<file path="config.mk">
export PLATFORM = sky130hd
export DESIGN_NAME = mem_sequencer
export DESIGN_NICKNAME = d
export VERILOG_FILES = /design/src/rtl/lc3b_types.sv /design/src/rtl/mem_wait_timer.sv /design/src/rtl/mem_sequencer.sv
export SDC_FILE = /design/constraint.sdc
export NUM_CORES = 1
export LEC_CHECK = 0
export CAP_MARGIN = 30
export CELL_PAD_IN_SITES_DETAIL_PLACEMENT = 0
export CELL_PAD_IN_SITES_GLOBAL_PLACEMENT = 1
export CORE_MARGIN = 4
export CORE_UTILIZATION = 26
export DETAILED_ROUTE_END_ITERATION = 10
export GPL_ROUTABILITY_DRIVEN = 0
export PLACE_DENSITY = 0.64
export SYNTH_ARGS = -nofsm -noshare
export SYNTH_HDL_FRONTEND = slang
export SYNTH_HIERARCHICAL = 1
export SYNTH_SLANG_ARGS = --single-unit
</file>
<file path="constraint.sdc">
create_clock -name clk -period 11.8 [get_ports clk]
set_input_delay 3.54 -clock clk [delete_from_list [all_inputs] [get_ports clk]]
set_output_delay 3.54 -clock clk [all_outputs]
set_load 0.005 [all_outputs]
</file>
<file path="src/rtl/lc3b_types.sv">
// Shared types for the LC-3b memory sequencer: memory operation codes,
// sequencer states and the default wait limit.
package lc3b_types;

    typedef enum logic [2:0] {
        READ_W    = 3'd0,
        READ_B    = 3'd1,
        WRITE_W   = 3'd2,
        WRITE_B   = 3'd3,
        READ_IND  = 3'd4,
        WRITE_IND = 3'd5
    } lc3b_memop;

    typedef enum logic [2:0] {
        S_IDLE   = 3'd0,
        S_PTR_RD = 3'd1,
        S_PTR_LD = 3'd2,
        S_ACC    = 3'd3,
        S_DONE   = 3'd4
    } seq_state_e;

    localparam int DEFAULT_TIMEOUT = 255;
    localparam int WAIT_CNT_W      = 16;

    // Codes 6 and 7 are unassigned and rejected without touching memory.
    function automatic logic op_is_legal(input logic [2:0] o);
        return o <= 3'd5;
    endfunction

    function automatic logic op_is_write(input logic [2:0] o);
        return (o == WRITE_W) || (o == WRITE_B) || (o == WRITE_IND);
    endfunction

    function automatic logic op_is_indirect(input logic [2:0] o);
        return (o == READ_IND) || (o == WRITE_IND);
    endfunction

endpackage

</file>
<file path="src/rtl/mem_wait_timer.sv">
// Counts cycles spent waiting for mem_resp; expired flags the last allowed
// waiting cycle so the sequencer can leave on that same edge.
module mem_wait_timer
    import lc3b_types::*;
#(
    parameter int CNT_W = WAIT_CNT_W
) (
    input  logic             clk,
    input  logic             rst_n,
    input  logic             clear,
    input  logic             count,
    input  logic [CNT_W-1:0] limit,
    output logic             expired
);

    logic [CNT_W-1:0] cnt_q;

    always_ff @(posedge clk or negedge rst_n) begin
        if (!rst_n) begin
            cnt_q <= '0;
        end else if (clear) begin
            cnt_q <= '0;
        end else if (count) begin
            cnt_q <= cnt_q + CNT_W'(1);
        end
    end

    // A zero limit means wait forever.
    assign expired = (limit != '0) && count && (cnt_q == limit - CNT_W'(1));

endmodule

</file>
<file path="src/rtl/mem_sequencer.sv">
// LC-3b style memory access sequencer: direct word/byte accesses and
// pointer-indirect word accesses with a bounded wait for mem_resp.
module mem_sequencer
    import lc3b_types::*;
#(
    parameter int DATA_W  = 16,
    parameter int ADDR_W  = 16,
    parameter int TIMEOUT = DEFAULT_TIMEOUT
) (
    input  logic                clk,
    input  logic                rst_n,
    input  logic                req,
    input  logic [2:0]          op,
    input  logic [ADDR_W-1:0]   addr,
    input  logic [DATA_W-1:0]   wdata,
    output logic                busy,
    output logic                done,
    output logic                err,
    output logic [DATA_W-1:0]   rdata,
    output logic [ADDR_W-1:0]   mem_address,
    output logic [DATA_W-1:0]   mem_wdata,
    input  logic [DATA_W-1:0]   mem_rdata,
    output logic                mem_read,
    output logic                mem_write,
    output logic [DATA_W/8-1:0] mem_byte_enable,
    input  logic                mem_resp
);

    localparam int LANES  = DATA_W / 8;
    localparam int LANE_W = $clog2(LANES);

    seq_state_e        state_q, state_d;
    logic [2:0]        op_q, op_d;
    logic [ADDR_W-1:0] addr_q, addr_d;
    logic [DATA_W-1:0] wdata_q, wdata_d;
    logic [DATA_W-1:0] rdata_q, rdata_d;
    logic              err_q, err_d;

    logic              timer_clear, timer_count, timer_expired;
    logic [LANE_W-1:0] lane;
    logic [ADDR_W-1:0] aligned_addr;
    logic [DATA_W-1:0] wdata_rep;
    logic [LANES-1:0]  lane_onehot;
    logic [7:0]        rd_lane [LANES];
    logic [7:0]        rd_byte;

    assign lane         = addr_q[LANE_W-1:0];
    assign aligned_addr = {addr_q[ADDR_W-1:LANE_W], {LANE_W{1'b0}}};
    assign rd_byte      = rd_lane[lane];

    for (genvar gi = 0; gi < LANES; gi++) begin : g_lane
        assign wdata_rep[gi*8 +: 8] = wdata_q[7:0];
        assign lane_onehot[gi]      = (lane == LANE_W'(gi));
        assign rd_lane[gi]          = mem_rdata[gi*8 +: 8];
    end

    mem_wait_timer #(.CNT_W(WAIT_CNT_W)) u_timer (
        .clk     (clk),
        .rst_n   (rst_n),
        .clear   (timer_clear),
        .count   (timer_count),
        .limit   (WAIT_CNT_W'(TIMEOUT)),
        .expired (timer_expired)
    );

    // Every state change restarts the wait count, which covers entry to PTR_RD and ACC.
    assign timer_clear = (state_d != state_q);
    assign timer_count = ((state_q == S_PTR_RD) || (state_q == S_ACC)) && !mem_resp;

    always_comb begin
        state_d = state_q;
        op_d    = op_q;
        addr_d  = addr_q;
        wdata_d = wdata_q;
        rdata_d = rdata_q;
        err_d   = err_q;
        case (state_q)
            S_IDLE: begin
                if (req) begin
                    op_d    = op;
                    addr_d  = addr;
                    wdata_d = wdata;
                    err_d   = 1'b0;
                    if (!op_is_legal(op)) begin
                        state_d = S_DONE;
                        err_d   = 1'b1;
                    end else if (op_is_indirect(op)) begin
                        state_d = S_PTR_RD;
                    end else begin
                        state_d = S_ACC;
                    end
                end
            end
            S_PTR_RD: begin
                if (mem_resp) begin
                    addr_d  = ADDR_W'(mem_rdata);
                    state_d = S_PTR_LD;
                end else if (timer_expired) begin
                    err_d   = 1'b1;
                    state_d = S_DONE;
                end
            end
            S_PTR_LD: state_d = S_ACC;
            S_ACC: begin
                if (mem_resp) begin
                    if (!op_is_write(op_q)) begin
                        rdata_d = (op_q == READ_B) ? DATA_W'(rd_byte) : mem_rdata;
                    end
                    state_d = S_DONE;
                end else if (timer_expired) begin
                    err_d   = 1'b1;
                    state_d = S_DONE;
                end
            end
            S_DONE:  state_d = S_IDLE;
            default: state_d = S_IDLE;
        endcase
    end

    always_ff @(posedge clk or negedge rst_n) begin
        if (!rst_n) begin
            state_q <= S_IDLE;
            op_q    <= '0;
            addr_q  <= '0;
            wdata_q <= '0;
            rdata_q <= '0;
            err_q   <= 1'b0;
        end else begin
            state_q <= state_d;
            op_q    <= op_d;
            addr_q  <= addr_d;
            wdata_q <= wdata_d;
            rdata_q <= rdata_d;
            err_q   <= err_d;
        end
    end

    // Outputs decode only from registers, so an async reset drops strobes at once.
    always_comb begin
        busy            = (state_q != S_IDLE);
        done            = (state_q == S_DONE);
        err             = (state_q == S_DONE) && err_q;
        rdata           = rdata_q;
        mem_read        = (state_q == S_PTR_RD) || ((state_q == S_ACC) && !op_is_write(op_q));
        mem_write       = (state_q == S_ACC) && op_is_write(op_q);
        mem_address     = '0;
        mem_wdata       = '0;
        mem_byte_enable = '1;
        if ((state_q == S_PTR_RD) || (state_q == S_ACC)) begin
            mem_address = aligned_addr;
        end
        if (mem_write) begin
            mem_wdata = (op_q == WRITE_B) ? wdata_rep : wdata_q;
            if (op_q == WRITE_B) begin
                mem_byte_enable = lane_onehot;
            end
        end
    end

endmodule

</file>
== Word-level counts from Yosys, hierarchy flattened ==
Cells that the tools add are included.

* Add/subtract/negate cells: 1
* $lt $le $gt $ge: 2
* Eq/ne operators: 16
* Muxes and demuxes: 26
* Bitwise gates (word level): 3
* Reductions and logical operators: 22

{| class="wikitable"
|+ Operators with widths
! cell !! count
|-
| $mux 16 || 8
|-
| $pmux 16 s2 || 1
|-
| $mux 8 || 3
|-
| $add 16x1->16 const B || 1
|-
| $eq 16x8->1 const B || 1
|-
| $mux 3 || 5
|-
| $eq 3x2->1 const B || 4
|-
| $eq 3x3->1 const B || 4
|-
| $pmux 3 s4 || 1
|-
| $eq 3x1->1 const B || 2
|-
| $mux 2 || 3
|-
| $ne 2x2->1 const B || 3
|-
| $reduce_and 3->1 || 2
|-
| $reduce_bool 2->1 || 3
|-
| $logic_and 1x1->1 || 5
|-
| $logic_or 1x1->1 || 5
|-
| $mux 1 || 4
|-
| $reduce_and 4->1 || 1
|-
| $le 3x3->1 const B || 1
|-
| $logic_not 3->1 || 1
|-
| $ne 3x3->1 || 1
|-
| $reduce_bool 3->1 || 1
|-
| $ge 2x2->1 const B || 1
|-
| $logic_not 1->1 || 2
|-
| other kinds (6) || 7
|}

* Register bits: 71
* Input bits: 55
* Output and inout port bits: 55
* Logic and storage cells: 77

== Logic depth before layout (Yosys ltp) ==
Gate-level depths: netlist of the first run.

* Depth in word-level cells: 9
* Depth in mapped cells: 18
* Gate-level depth less buffers: 16

== Modules after synthesis ==
The synthesis of the first run kept the hierarchy.

{| class="wikitable"
|+ Modules (own cells, without submodules)
! module !! times used !! cells an instance !! area each (um^2) !! sequential area each (um^2)
|-
| mem_sequencer || 1 || 264 || 2,994.1 || 1,376.3
|-
| mem_wait_timer || 1 || 165 || 1,423.9 || 400.4
|}

== Least setup slack after synthesis of the first run ==
No wires, ideal clock.

* Path kind: input to register
* Start point: in mem_resp
* End point: reg u_timer.cnt_q[13]
* Library setup time: 0.130 ns
* Data arrival time: 6.940 ns
* Data required time: 11.670 ns
* Slack: 4.730 ns
* Stages: 17
* Path buffers: 3
* Cells stage by stage: nor3b_1 > clkbuf_1 > nand3_2 > or4_1 > a2111oi_2 > o2111ai_1 > a2111oi_2 > nor3b_1 > o21ai_0 > clkbuf_1 > o2111ai_1 > nor2_1 > and3_1 > clkbuf_1 > nand3_1 > xor2_1 > nor2_1

* Word-level cells in the longest chain between the ends: 8
* Elaborated cells on any way between the ends: 10
* Classes of those cells: eq/ne (1); mux (5); reduce/logical (4)

{| class="wikitable"
|+ RTL lines
! what !! line !! source
|-
| start, declared || mem_sequencer.sv:26 || <nowiki>input logic mem_resp</nowiki>
|-
| $logic_not 1->1 (*) || mem_sequencer.sv:68 || <nowiki>assign timer_count = ((state_q == S_PTR_RD) || (state_q == S_ACC)) && !mem_resp;</nowiki>
|-
| $logic_and 1x1->1 (*) || mem_sequencer.sv:68 ||
|-
| $logic_and 1x1->1 (*) || mem_wait_timer.sv:29 || <nowiki>assign expired = (limit != '0) && count && (cnt_q == limit - CNT_W'(1));</nowiki>
|-
| named net timer_expired || mem_sequencer.sv:39 || <nowiki>logic timer_clear, timer_count, timer_expired;</nowiki>
|-
| $mux 3 (*) || mem_sequencer.sv:98, mem_sequencer.sv:110 ||
|-
| $mux 3 (on tied branches) || mem_sequencer.sv:105, mem_sequencer.sv:95 ||
|-
| $pmux 3 s4 (*) || mem_sequencer.sv:77 || <nowiki>case (state_q)</nowiki>
|-
| $ne 3x3->1 (*) || mem_sequencer.sv:67 || <nowiki>assign timer_clear = (state_d != state_q);</nowiki>
|-
| named net timer_clear || mem_sequencer.sv:39 ||
|-
| $mux 16 or $reduce_bool 2->1 (tied branches) || -- ||
|-
| end signal, assigned || mem_wait_timer.sv:24 || <nowiki>cnt_q <= cnt_q + CNT_W'(1);</nowiki>
|-
| end, declared || mem_wait_timer.sv:16 || <nowiki>logic [CNT_W-1:0] cnt_q;</nowiki>
|}

The timed path passes the listed nets; every way through them passes the cells marked *.
A chain may end at the register's enable or synchronous reset.

== Final worst setup path of the first run ==
* Start point: in mem_resp
* End point: reg u_timer.cnt_q[13]

* Word-level cells in the longest chain between the ends: 8
* Elaborated cells on any way between the ends: 10
* Classes of those cells: eq/ne (1); mux (5); reduce/logical (4)

{| class="wikitable"
|+ RTL lines
! what !! line
|-
| $logic_not 1->1 (*) || mem_sequencer.sv:68
|-
| $logic_and 1x1->1 (*) || mem_sequencer.sv:68
|-
| named net timer_count || mem_sequencer.sv:39
|-
| $logic_and 1x1->1 (*) || mem_wait_timer.sv:29
|-
| named net timer_expired || mem_sequencer.sv:39
|-
| $mux 3 (*) || mem_sequencer.sv:98, mem_sequencer.sv:110
|-
| $mux 3 (on tied branches) || mem_sequencer.sv:105, mem_sequencer.sv:95
|-
| $pmux 3 s4 (*) || mem_sequencer.sv:77
|-
| $ne 3x3->1 (*) || mem_sequencer.sv:67
|-
| named net timer_clear || mem_sequencer.sv:39
|-
| $mux 16 or $reduce_bool 2->1 (tied branches) || --
|}

Marked as above.

==> impl_metrics.csv, run 1 <==
group,metric,value,unit
critical_path,cp_slowest_cell,"a2111oi_2",
worst_hold_path,hp-class,"reg2reg",
final_layout,drive_gt1_frac,0.177,
final_layout,design_area,6270,um^2
pwr,p_sw_frac,0.337,
logic_synthesis,yosys-top-cells-area,"dfrtp_1 (40%), mux2_2 (17%), and2_1 (3.5%), xor2_1 (3.4%), nand3_1 (3.2%)",
critical_path,path_max_fanout,18,
final_layout,synthToLayoutAreaGrowth,41.9,%
timing,hold_violations,0,
critical_path,path_class,"in2reg",
clock_tree,clock_insertion_delay_worst_skew,330,ps
clock_tree,cts_root_buf,"clkbuf_16",
clock_tree,path_clk_slew,50,ps
timing,finalSetupViolCount,0,
clock_tree,htreeDepth,3,
clock_tree,cts_resized,0,
global_route,grt_max_degree,72,
flow_run,drv_cap,0,
place,hpwl,9070,um
pwr,power.share.sequential,0.346,
logic_synthesis,ys_seq_area_frac,0.402,
logic_synthesis,synthArstFlopShare,1.00,
critical_path,arrival,7680,ps
final_layout,nets,657,
critical_path,cp-end-kind,"register",
logic_synthesis,yosys.area.top_type,"dfrtp_1",
critical_path,crit_chain,"clkdlybuf4s50_1 > nor3b_1 > buf_4 > nand3_2 > or4_1 > a2111oi_2 > o2111ai_1 > a2111oi_2 > nor3b_1 > o21ai_0 > buf_4 > o2111ai_1 > nor2_1 > and3_1 > nand3_1 > xor2_1 > nor2_1",
global_route,overflow,0,
routing,dr.first_iter.drc_count,120,
critical_path,reg2reg_slack,7440,ps
floorplan,die_x,138,um
pwr,switchingPower,0.000417,W
clock_tree,clock_path_buffers,2,
timing,fin_crit,7480,ps
floorplan,start_util,0.265,
pwr,p_int,0.000820,W
floorplan,dieArea,19100,um^2
critical_path,crit_start,"mem_resp",
routing,drc,0,
timing,grt_setup_unrepaired,"false",
critical_path,cp_num_cells,17,
final_layout,nFillCells,1653,
pwr,p_per_area,197,nW/um^2
global_route,grt_pass1_vias,3701,
critical_path,slowest_delay,560,ps
global_route,grt_usage,0.126,
routing,wl_per_cell,14.5,um
floorplan,num_io_pins,110,
timing,fin_setup_tns,0,ps
floorplan,coreArea,16600,um^2
pwr,clkPwrFrac,0.197,
worst_hold_path,min_from,"addr_q[3]",
logic_synthesis,synth_cell_types,60,
worst_hold_path,hold_end,"addr_q[3]",
routing,num_vias,3663,
critical_path,ff2ff_path_depth,16,
pwr,comb_power_share,0.457,
status,outcome,"finished, final reports clean",
worst_hold_path,worstHoldPathCells,1,
critical_path,cp-start-kind,"input port",
timing,fin_crit_sh,0.634,
critical_path,r2r-start,"state_q[0]",
logic_synthesis,synth_edf_count,0,
critical_path,worst-path-buf-inv,3,
timing,tightest_slew,754,ps
logic_synthesis,synth_seq_cells,71,
logic_synthesis,netlist_area,4420,um^2
pwr,p_leak,2.57,nW
clock_tree,cts_num_sinks,71,
timing,drv_slew,0,
floorplan,die_h,138,um
floorplan,rows,47,
logic_synthesis,syn_area_per_cell,10.3,um^2
logic_synthesis,synth_top_cells_by_count,"dfrtp_1 (71), mux2_2 (67), nand3_1 (28)",
logic_synthesis,ys.flop_type,"dfrtp_1",
logic_synthesis,syn_inst,429,
global_route,antenna_found_initial,0,
final_layout,diodes,0,
critical_path,path_delay_family,"simple AND/OR/NAND/NOR gates",
pwr,ir_drop,0.0814,mV
critical_path,required,12000,ps
timing,fmax,134,MHz
logic_synthesis,synth_most_common_cell,"dfrtp_1",
clock_tree,postCtsHoldBufs,0,
clock_tree,numCtsBuffers,9,
timing,slew_headroom,0.495,
clock_tree,cts_tree,"done",
routing,drt-vias-per-instance,4.45,
logic_synthesis,yosys_warnings,6,
routing,dr.pass1.iters,5,
logic_synthesis,synth.top_cell.area_share,0.402,
critical_path,r2r_end,"u_timer/cnt_q[13]",
global_route,grt_pass1_wl,19800,um
routing,drt-total-wl,11900,um
place,dpl-instance-area,5970,um^2
place,numPortBuffers,108,
routing,ant_nets,0,
timing,clock_skew,11.2,ps
clock_tree,cts_setup_buffers,0,
==> area by class of cell <==
cell class,instances,area (um^2),area share
clock buffers,11,243,0.0387
repair buffers,117,1160,0.186
multi-input cells,385,2730,0.436
well taps,220,275,0.0439
flip-flops and latches,71,1780,0.283
clock inverters,4,22.5,0.00359
inverters,15,56.3,0.00898
==> metrics by stage <==
stage / utilization / total power [W] / hold slack (ps) / instances / setup slack [ps]
final: 0.377 / 0.00124 / 495 / 823 / 4320
after detailed placement: 0.359 / 0.00100 / 488 / 807 / 3930
after global routing: 0.377 / 0.00133 / 503 / 823 / 3830
after floorplan: - / 0.000739 / 462 / 496 / 4730
after CTS: 0.375 / 0.00125 / 501 / 822 / 4260
after global placement: 0.359 / 0.000989 / 481 / 806 / 4150
==> power by group through the flow <==
stage | clock, W | combinational, W | sequential [W]
final | 0.000243 | 0.000566 | 0.000428
after global routing | 0.000264 | 0.000618 | 0.000444
after CTS | 0.000253 | 0.000573 | 0.000429
after global placement | 0 | 0.000562 | 0.000427
after detailed placement | 0 | 0.000571 | 0.000433
after floorplan | 0 | 0.000345 | 0.000395
==> cells by family (layout without fill, tap and decap cells) <==
kind of cell	count (synthesis)	in the layout	synth area share
compound gates	59	59	0.103
xor+xnor	34	34	0.0708
fa+ha+maj	3	3	0.00850
buf+inv	40	147	0.0402
flops	71	71	0.402
mux	70	70	0.178
other cells	2	69	0.00170
simple gates	150	150	0.196
==> cell usage in the layout (no fill, tap or decap), types with 3 or more instances in the layout <==
cell and instances:
nor3_1 8, mux2_2 67, buf_4 8, nand3b_1 5, nand2_1 19, ha_1 3, clkinv_2 3, o21ai_0 6
inv_1 14, xnor2_1 15, nand2b_1 4, clkdlybuf4s50_1 107, a21oi_1 12, mux2i_1 3, nor2b_1 6, nor2_1 27
clkbuf_16 9, xor2_1 17, o21ai_1 3, o221ai_1 8, a32oi_1 8, nand4_1 5, nand3_1 28, and3_1 4
conb_1 69, and2_1 25, dfrtp_1 71
==> state kept, by name, summed over array words and instances (netlist names) <==
signal	cells
addr_q	16
rdata	16
u_timer/cnt_q	16
wdata_q	16
op_q	3
state_q	3
err_q	1
==> how the worst max path moves through the flow <==
stage / endpoint / slack [ps]
global placement: u_timer/cnt_q[9] / 4150
detailed placement: u_timer/cnt_q[13] / 3930
global route: u_timer/cnt_q[13] / 3830
CTS: u_timer/cnt_q[13] / 4260
finish: u_timer/cnt_q[13] / 4320
floorplan: u_timer/cnt_q[13] / 4730
==> routing by layer <==
layer	track usage	vias to the layer above	routed length (um)
met4	0.0385	0	176
met1	0.167	1720	5510
met5	0	-	0
met3	0.0366	12	747
li1	-	1810	-
met2	0.200	121	5470
Power figures use the tool's default switching activity.
==> run 2: changes to the inputs <==
- clock period: 11.8 -> 7.5 ns (I/O delays scaled with it)
==> impl_metrics.csv, run 2 (synthesis gave the netlist of run 1 again) <==
group,metric,value,unit
critical_path,path_max_fanout,18,
floorplan,die_h,138,um
routing,wl_per_cell,14.4,um
global_route,antenna_found_initial,0,
pwr,p_total,0.00198,W
global_route,grt_max_degree,72,
final_layout,drive_gt1_frac,0.179,
critical_path,cp_slowest_cell,"clkdlybuf4s50_1",
final_layout,final_cell_mix,"clkdlybuf4s50_1 (107), dfrtp_1 (71), conb_1 (69)",
timing,fin_setup_tns,0,ps
final_layout,design_area,6290,um^2
floorplan,start_util,0.265,
global_route,grt_pass1_vias,3542,
critical_path,path_class,"in2reg",
final_layout,synthToLayoutAreaGrowth,42.4,%
pwr,p_leak,2.58,nW
place,dpl-instance-area,5970,um^2
routing,num_vias,3609,
final_layout,final_common_cell,"clkdlybuf4s50_1",
final_layout,nets,657,
floorplan,coreArea,16600,um^2
clock_tree,cts_resized,0,
pwr,ir_drop,0.143,mV
routing,drt-vias-per-instance,4.38,
place,hpwl,9070,um
critical_path,worst-path-buf-inv,3,
timing,whs,494,ps
timing,fin_crit_sh,0.817,
routing,dr.first_iter.drc_count,152,
timing,clock_skew,5.61,ps
critical_path,slowest_delay,510,ps
timing,drv_slew,0,
clock_tree,path_clk_slew,60,ps
worst_hold_path,hp-class,"reg2reg",
critical_path,crit_chain,"clkdlybuf4s50_1 > nor3b_1 > buf_4 > nand3_2 > or4_1 > a2111oi_2 > o2111ai_1 > a2111oi_2 > nor3b_1 > o21ai_0 > buf_4 > o2111ai_1 > nor2_1 > and3_1 > nand3_1 > xor2_1 > nor2_1",
clock_tree,cts_root_buf,"clkbuf_16",
routing,ant_nets,0,
timing,hold_violations,0,
clock_tree,cts_tree,"done",
global_route,overflow,0,
floorplan,die_x,138,um
timing,fmax,163,MHz
critical_path,cp-end-kind,"register",
floorplan,rows,47,
critical_path,arrival,6350,ps
clock_tree,htreeDepth,3,
global_route,grt_usage,0.125,
clock_tree,clock_insertion_delay_worst_skew,340,ps
global_route,grt_pass1_wl,19400,um
routing,drc,0,
routing,drt-total-wl,11800,um
critical_path,required,7720,ps
routing,dr.pass1.iters,6,
place,numPortBuffers,108,
floorplan,num_io_pins,110,
clock_tree,postCtsHoldBufs,0,
floorplan,dieArea,19100,um^2
status,outcome,"finished, final reports clean",
timing,slew_headroom,0.556,
final_layout,final_core_util,0.378,
clock_tree,numCtsBuffers,9,
critical_path,cp-start-kind,"input port",
clock_tree,cts_setup_buffers,0,
clock_tree,cts_num_sinks,71,
clock_tree,clock_path_buffers,2,
pwr,p_per_area,315,nW/um^2
critical_path,path_delay_family,"simple AND/OR/NAND/NOR gates",
final_layout,diodes,0,
timing,grt_setup_unrepaired,"false",
timing,finalSetupViolCount,0,
timing,tightest_slew,665,ps
timing,fin_crit,6130,ps
flow_run,drv_cap,0,
[run 2: final cells by class]
type / instances / area [um^2]
fillers: 1617 / 10300
flip-flops and latches: 71 / 1780
multi-input cells: 385 / 2730
repair buffers: 117 / 1160
clock buffers: 10 / 229
well taps: 220 / 275
inverters: 15 / 56.3
clock inverters: 6 / 61.3
[run 2: through the flow]
stage | worst slack [ps] | cells
6_report | 1370 | 824
5_1_grt | 985 | 824
4_1_cts | 1340 | 823
3_5_place_dp | 1010 | 807
3_3_place_gp | 1170 | 806
2_1_floorplan | 1720 | 496
[run 2: power breakdown]
part	leakage, nW	switching [W]	internal, W
clock	0.142	0.000166	0.000256
combinational	1.57	0.000364	0.000524
sequential	0.870	0.000133	0.000538
[run 2: worst paths after layout]
path / startpoint / to / slack [ps] / cells past startpoint
min reg2reg: addr_q[4] / addr_q[4] / 490 / 1
min: addr_q[4] / addr_q[4] / 490 / 1
max: mem_resp / u_timer/cnt_q[13] / 1370 / 17
max in group asynchronous: rst_n / u_timer/cnt_q[14] / 5180 / 3
max reg2reg: state_q[0] / u_timer/cnt_q[13] / 3170 / 16
min in group asynchronous: rst_n / addr_q[6] / 1780 / 2
[run 2: routing by layer]
metal / track usage / vias up / share of wire
li1: - / 1815 / -
met1: 0.169 / 1682 / 0.48
met2: 0.191 / 101 / 0.44
met3: 0.0421 / 11 / 0.063
met4: 0.0364 / 0 / 0.013
met5: 0 / - / 0
[run 2: worst reg2reg max path: stages (launching register included)]
cell	delay, ps
dfrtp_1	600
nor3b_1	270
buf_4	200
nand3_2	70
or4_1	480
a2111oi_2	340
o2111ai_1	190
a2111oi_2	470
nor3b_1	90
o21ai_0	200
buf_4	250
o2111ai_1	190
nor2_1	190
and3_1	280
nand3_1	120
xor2_1	180
nor2_1	60
==> run 3: changes to the inputs <==
- clock period: 7.5 -> 5.75 ns (I/O delays scaled with it)
==> impl_metrics.csv, run 3 (synthesis gave the netlist of run 1 again) <==
group,metric,value,unit
timing,whs,495,ps
timing,fin_setup_tns,0,ps
pwr,p_int,0.00173,W
worst_hold_path,hold_end,"addr_q[2]",
clock_tree,path_clk_slew,50,ps
timing,slew_headroom,0.553,
timing,fmax,195,MHz
clock_tree,cts_num_sinks,71,
clock_tree,clock_insertion_delay_worst_skew,340,ps
critical_path,cp-start-kind,"input port",
global_route,overflow,0,
place,hpwl,9260,um
timing,clock_skew,6.44,ps
pwr,p_leak,2.60,nW
routing,dr.pass1.iters,4,
pwr,p_total,0.00259,W
final_layout,diodes,0,
global_route,grt_pass1_wl,20300,um
global_route,grt_pass1_vias,3810,
routing,wl_per_cell,14.7,um
routing,num_vias,3687,
place,numPortBuffers,108,
timing,drv_slew,0,
worst_hold_path,worstHoldPathCells,1,
pwr,clkPwrFrac,0.212,
timing,hold_violations,0,
clock_tree,clock_path_buffers,2,
clock_tree,cts_root_buf,"clkbuf_16",
timing,tightest_slew,669,ps
critical_path,r2r_end,"u_timer/cnt_q[10]",
pwr,p_per_area,410,nW/um^2
final_layout,nFillCells,1635,
final_layout,final_cells,826,
timing,finalSetupViolCount,0,
pwr,switchingPower,0.000857,W
place,placed_cells,809,
critical_path,path_max_fanout,17,
critical_path,cp-end-kind,"register",
final_layout,final_cell_mix,"clkdlybuf4s50_1 (107), dfrtp_1 (71), conb_1 (69)",
clock_tree,postCtsHoldBufs,0,
routing,dr.first_iter.drc_count,130,
global_route,antenna_found_initial,0,
floorplan,die_h,138,um
critical_path,required,5970,ps
floorplan,rows,47,
floorplan,dieArea,19100,um^2
final_layout,synthToLayoutAreaGrowth,42.8,%
worst_hold_path,min_from,"addr_q[2]",
critical_path,path_class,"in2reg",
routing,drt-total-wl,12200,um
global_route,grt_max_degree,72,
final_layout,drive_gt1_frac,0.180,
global_route,grt_usage,0.130,
routing,ant_nets,0,
floorplan,num_io_pins,110,
critical_path,reg2reg_slack,1770,ps
worst_hold_path,hp-class,"reg2reg",
pwr,p_sw_frac,0.331,
critical_path,arrival,5360,ps
clock_tree,htreeDepth,3,
critical_path,ff2ff_path_depth,15,
pwr,power.share.sequential,0.340,
final_layout,nets,659,
floorplan,start_util,0.265,
floorplan,die_x,138,um
floorplan,coreArea,16600,um^2
pwr,ir_drop,0.197,mV
flow_run,drv_cap,0,
timing,grt_setup_unrepaired,"false",
timing,worst_slack,613,ps
routing,drc,0,
timing,fin_crit,5140,ps
clock_tree,numCtsBuffers,9,
routing,drt-vias-per-instance,4.46,
timing,fin_crit_sh,0.893,
critical_path,r2r-start,"state_q[0]",
pwr,comb_power_share,0.448,
final_layout,final_common_cell,"clkdlybuf4s50_1",
status,outcome,"finished, final reports clean",
clock_tree,cts_setup_buffers,0,
clock_tree,cts_resized,0,
clock_tree,cts_tree,"done",
place,dp_slack,216,ps
-- run 3: changes by cell type in the layout (fill, tap and decap cells not counted), sizes merged --
cell and delta:
clkinv -1, clkbuf +2, buf +2, clkinvlp -1
-- run 3: routing by layer --
| metal | routed length [um] | vias up | track usage |
|---|---|---|---|
| li1 | - | 1811 | - |
| met1 | 5720 | 1758 | 0.175 |
| met5 | 0 | - | 0 |
| met4 | 198 | 0 | 0.0416 |
| met3 | 721 | 14 | 0.0383 |
| met2 | 5530 | 104 | 0.203 |
-- run 3: stage by stage --
step | utilization | area (um^2)
2_1_floorplan | - | 4670
3_3_place_gp | 0.359 | 5980
3_5_place_dp | 0.360 | 5990
4_1_cts | 0.377 | 6280
5_1_grt | 0.379 | 6310
6_report | 0.379 | 6310
-- run 3: worst max path at each step --
stage	from	to	slack (ps)	cells past startpoint
2_1_floorplan	mem_resp	u_timer/cnt_q[13]	490	17
4_1_cts	mem_resp	u_timer/cnt_q[10]	560	16
3_5_place_dp	mem_resp	u_timer/cnt_q[10]	220	16
3_3_place_gp	mem_resp	u_timer/cnt_q[14]	370	16
5_1_grt	mem_resp	u_timer/cnt_q[10]	280	16
6_report	mem_resp	u_timer/cnt_q[10]	610	16
-- run 3: critical path, stage by stage --
cell,delay [ps]
clkdlybuf4s50_1,420
nor3b_1,350
nand3_2,90
or4_1,490
a2111oi_2,340
o2111ai_1,180
a2111oi_2,360
nor3b_1,80
o21ai_0,240
buf_4,270
o21ai_1,90
nor2_1,190
nand3_1,140
nor2b_1,180
xnor2_1,140
nor2_1,60
-- run 3: area by class of cell --
class	count	area, um^2	area share
Multi-Input combinational cell	385	2730	0.433
Inverter	15	56.3	0.00893
Clock buffer	12	246	0.0391
Tap cell	220	275	0.0436
Sequential cell	71	1780	0.282
Timing Repair Buffer	119	1180	0.187
Clock inverter	4	45.0	0.00714
-- run 3: power by group through the flow --
stage                     Combinational [W]  Clock [W]  Sequential [W]
after floorplan                    0.000707          0        0.000810
after global placement              0.00115          0        0.000878
after detailed placement            0.00117          0        0.000890
after CTS                           0.00117   0.000567        0.000882
after global routing                0.00126   0.000589        0.000920
final                               0.00116   0.000550        0.000880
==> RTL change 1, RTL diff (flow settings as in run 2) <==
Encoding of `seq_state_e`: now one-hot (5 bits for 5 states).
--- a/src/rtl/lc3b_types.sv
+++ b/src/rtl/lc3b_types.sv
@@ -13,8 +13,8 @@
 
-    typedef enum logic [2:0] {
-        S_IDLE   = 3'd0,
-        S_PTR_RD = 3'd1,
-        S_PTR_LD = 3'd2,
-        S_ACC    = 3'd3,
-        S_DONE   = 3'd4
+    typedef enum logic [4:0] {
+        S_IDLE   = 5'b00001,
+        S_PTR_RD = 5'b00010,
+        S_PTR_LD = 5'b00100,
+        S_ACC    = 5'b01000,
+        S_DONE   = 5'b10000
     } seq_state_e;
Function: no difference found for any inputs over 4 cycles, from zero or initial values and one cycle with rst_n low; so few cycles prove little.
==> RTL change 1 against run 2 <==
Routed wire length is 9.8% higher; highest routed layer is now met5; setup slack worse by 0.10 ns; clock power is 20% higher; synthesized area is 2.6% higher; final area is 1.8% higher; power is 8.1% lower; cell count is 4.5% higher; sequential cell count is 2 higher.
==> RTL change 1: results <==
[route]
dr_wl_met3_um = 840
avgViaCountPerCell = 4.534
met2WireLength_um = 5927
wl_um = 13010
vias = 3904
drtIter0Drc = 158
firstDrtPassIters = 4
wl_met1_um = 6048
top_layer_used = "met5"

[sta]
tightest_slew_ns = 0.9576
worst_clock_skew_ns = 0.006860
finalMaxSlewViolations = 0
whs_ns = 0.5132

[hold_path]
whs_endpoint = "rdata[7]$_DFFE_PN0P_"
min_path_cells = 1
hold_start = "rdata[7]$_DFFE_PN0P_"
hold_class = "flop to flop"

[clock_network]
clk_pin_slew_ns = 0.06
cts-root-buf = "clkbuf_16"
cts.path.max_buffers = 2
cts_buffers = 9
clkLatencyLatePin_ns = 0.33
cts_setup_buffers = 0
cts_resized = 0
h-tree-depth = 3

[critical_path]
cp_max_fo = 18
timing.rr.start = "state_q[4]$_DFF_PN0_"
reg2regPathDepth = 17
slowest_delay_ns = 0.55
regToRegSetupSlack_ns = 2.14
r2r-end = "u_timer/cnt_q[15]$_DFFE_PN0P_"
crit_path_top_delay_cell = "clkdlybuf4s50_1"
arrival_ns = 6.49

[place]
portBuffers = 108
dp_hpwl_um = 9683
dp.cells = 844

[final_layout]
fillers = 1790
diodes = 0
drive_gt1_share_pct = 12.42
nets = 689

[power_and_ir_drop]
ir_drop_mv = 0.1476
leakagePower_uw = 0.002682

[grt]
grt_use_total_pct = 13.41
grt_max_degree = 74
antenna_found_initial = 1
grt_first_pass_wirelength_um = 21310
grt_pass1_vias = 3989

[yosys]
ys.flop_type = "dfrtp_1"
synthTopCellsByCount = "dfrtp_1 (72), nor2_1 (53), nor3_1 (41), mux2_2 (38), inv_1 (31)"
ys_async_sr_fraction_pct = 100.0
yosysUniqueCellTypes = 67
yosys_warnings = 6
synth_area_leaders = "dfrtp_1 (40%), mux2_2 (9.4%), nor3_1 (4.5%)"
ys_seq_area_share_pct = 40.33
synth_cells = 470

[status]
status = "completed"
==> RTL change 1: cell types whose count changed in the layout (fill, tap and decap cells not counted), moves of 4 or more <==
cell,before,now
a32oi_1,8,0
nor3_1,8,41
and2_1,25,9
mux2i_1,3,10
o221ai_1,8,0
nand3_1,28,12
a22oi_1,1,9
nor2_1,27,53
a311oi_1,0,16
a21oi_1,12,5
buf_4,8,4
inv_1,14,31
mux2_2,67,38
==> RTL change 1: area by class of cell <==
type                    instances  area, um^2  area share (%)
clock buffers                  12       256.5           4.005
well taps                     225       281.5           4.396
clock inverters                 4       98.84           1.544
repair buffers                114        1145           17.88
inverters                      31       116.4           1.817
flip-flops and latches         73        1828           28.55
multi-input cells             402        2678           41.81
==> RTL change 1: per-layer routing <==
| layer | up-vias | global-route usage [%] |
|---|---|---|
| met5 | - | 0 |
| met4 | 2 | 3.417 |
| met3 | 15 | 4.268 |
| met2 | 115 | 21.25 |
| met1 | 1849 | 17.81 |
| li1 | 1923 | - |
==> RTL change 1: metrics by stage <==
step	instance area, um^2	setup WS [ns]
6_report	6404	1.268
5_1_grt	6404	0.7643
3_3_place_gp	6002	0.9915
4_1_cts	6376	1.214
3_5_place_dp	6021	0.8541
2_1_floorplan	4785	1.891
==> RTL change 1: worst max path at each step <==
stage | start | endpoint | slack, ns
after floorplan | mem_resp | u_timer/cnt_q[13]$_DFFE_PN0P_ | 1.89
after global placement | mem_resp | u_timer/cnt_q[13]$_DFFE_PN0P_ | 0.99
after detailed placement | mem_resp | u_timer/cnt_q[15]$_DFFE_PN0P_ | 0.85
after CTS | mem_resp | u_timer/cnt_q[15]$_DFFE_PN0P_ | 1.21
after global routing | mem_resp | u_timer/cnt_q[11]$_DFFE_PN0P_ | 0.76
final | mem_resp | u_timer/cnt_q[15]$_DFFE_PN0P_ | 1.27
==> RTL change 1: logic make-up (layout without fill, tap and decap cells) <==
logic type / count (synthesis) / in the layout / synth area share (%)
flops: 73 / 73 / 40.33
other cells: 2 / 69 / 0.1657
fa+ha+maj: 3 / 3 / 0.8281
xor+xnor: 35 / 35 / 7.094
buf+inv: 62 / 161 / 6.293
compound gates: 62 / 62 / 11.18
mux: 52 / 52 / 12.81
simple gates: 181 / 181 / 21.31
==> RTL change 1: power by group <==
part | leakage [uW] | internal [uW] | total (uW) | switching (uW)
logic | 0.00162 | 358 | 668 | 310
clock network | 0.000173 | 344 | 508 | 164
registers | 0.000890 | 542 | 645 | 103
==> RTL change 1: critical path: cells and delay by family <==
kind / cells / cell delay [ns]
AOI/OAI and AO/OA: 4 / 1.25
xor gates and xnor gates: 1 / 0.15
and+or+nand+nor: 9 / 2.04
buffers and inverters: 2 / 0.77
==> RTL change 2, RTL diff (settings of run 2) <==
Made on the original files. The parameter `DATA_W` goes from 16 to 32.
--- a/src/rtl/mem_sequencer.sv
+++ b/src/rtl/mem_sequencer.sv
@@ -5,3 +5,3 @@
 #(
-    parameter int DATA_W  = 16,
+    parameter int DATA_W  = 32,
     parameter int ADDR_W  = 16,
Interface: changed (5 resized); port bits go from 110 to 176. No check against the original RTL was run, so the function may have changed too.
==> RTL change 2 against run 2 <==
Combinational power is 36% higher; synthesized area is 38% higher; clock skew is 0.0064 ns higher; largest power group unchanged; power is 34% higher; global-route usage is 2.5 points higher; routed wire length is 64% higher; register-to-register slack worse by 0.05 ns; final area is 36% higher; sequential cell count is 32 higher; die area is 35% higher; worst hold slack worse by 0.018 ns; setup slack worse by 0.14 ns.
==> RTL change 2: results <==
[grt]
grt_pass1_vias = 5289
gr-usage-met1_pct = 20.74
grt_first_pass_wirelength_um = 30650
grtUsageMet2_pct = 24.29
grt_use_total_pct = 15.02
grt_max_degree = 68

[final_layout]
multiInputCombCellCount = 558
clkbuf_count = 11
regArea_um2 = 2577
signal_buffers = 185
final-clk-cell-share_pct = 3.300
fillers = 2389
inverters = 32
multiInputGateArea_um2 = 3358
nets = 979
diodes = 0
drive_gt1_share_pct = 8.166

[critical_path]
slowest_delay_ns = 0.49
cp_max_fo = 14
reg2regPathDepth = 16
regToRegSetupSlack_ns = 3.12
crit_path_top_delay_cell = "or4_1"
crit_path_start = "mem_resp"
path_delay_family = "simple AND/OR/NAND/NOR gates"
arrival_ns = 6.55

[sta]
worst_clock_skew_ns = 0.01198
relSlewSlack_pct = 40.37
period_needed_ns = 6.269

[yosys]
ys_seq_area_share_pct = 42.42
synth_xor_area_share_pct = 5.148
synthTopCellsByCount = "nand2_1 (171), dfrtp_1 (103), mux2i_1 (39), a21oi_1 (36), inv_1 (31)"
avgSynthCellArea_um2 = 9.041
synth_compound_area_share_pct = 11.80
synthAdderAreaFrac_pct = 0.6178
ys_seq_elements = 103
synth_area_leaders = "dfrtp_1 (42%), nand2_1 (11%), mux2i_1 (6.4%)"

[power_and_ir_drop]
power_frac_clock_pct = 17.4
p_comb_share_pct = 45.7
power.density_nw_per_um2 = 309.9
leakagePower_uw = 0.003748
internal_power_uw = 1664
ir_drop_mv = 0.1125

[route]
wl_um = 19420
met2WireLength_um = 9329
vias = 5183
dr_wl_met3_um = 718
drtIter0Drc = 263
wl_per_cell_um = 16.09
firstDrtPassIters = 4
wl_met1_um = 9071

[status]
status = "completed"

[clock_network]
h-tree-depth = 3

[place]
dp_hpwl_um = 14470
dp_slack_ns = 0.8395
portBuffers = 173
## RTL change 2: worst min path at each step
stage	slack [ns]	end	from	cells past startpoint
global route	0.50	wdata_q[16]$_DFFE_PN0P_	wdata_q[16]$_DFFE_PN0P_	2
floorplan	0.44	wdata_q[10]$_DFFE_PN0P_	wdata_q[10]$_DFFE_PN0P_	2
detailed placement	0.46	wdata_q[16]$_DFFE_PN0P_	wdata_q[16]$_DFFE_PN0P_	2
CTS	0.48	wdata_q[9]$_DFFE_PN0P_	wdata_q[9]$_DFFE_PN0P_	2
global placement	0.46	wdata_q[9]$_DFFE_PN0P_	wdata_q[9]$_DFFE_PN0P_	2
finish	0.48	wdata_q[9]$_DFFE_PN0P_	wdata_q[9]$_DFFE_PN0P_	2
## RTL change 2: through the flow
stage | hold slack [ns] | cell area (um^2)
after floorplan | 0.4444 | 6331
after global placement | 0.4580 | 8259
after detailed placement | 0.4615 | 8259
after CTS | 0.4804 | 8542
after global routing | 0.4975 | 8569
final | 0.4762 | 8569
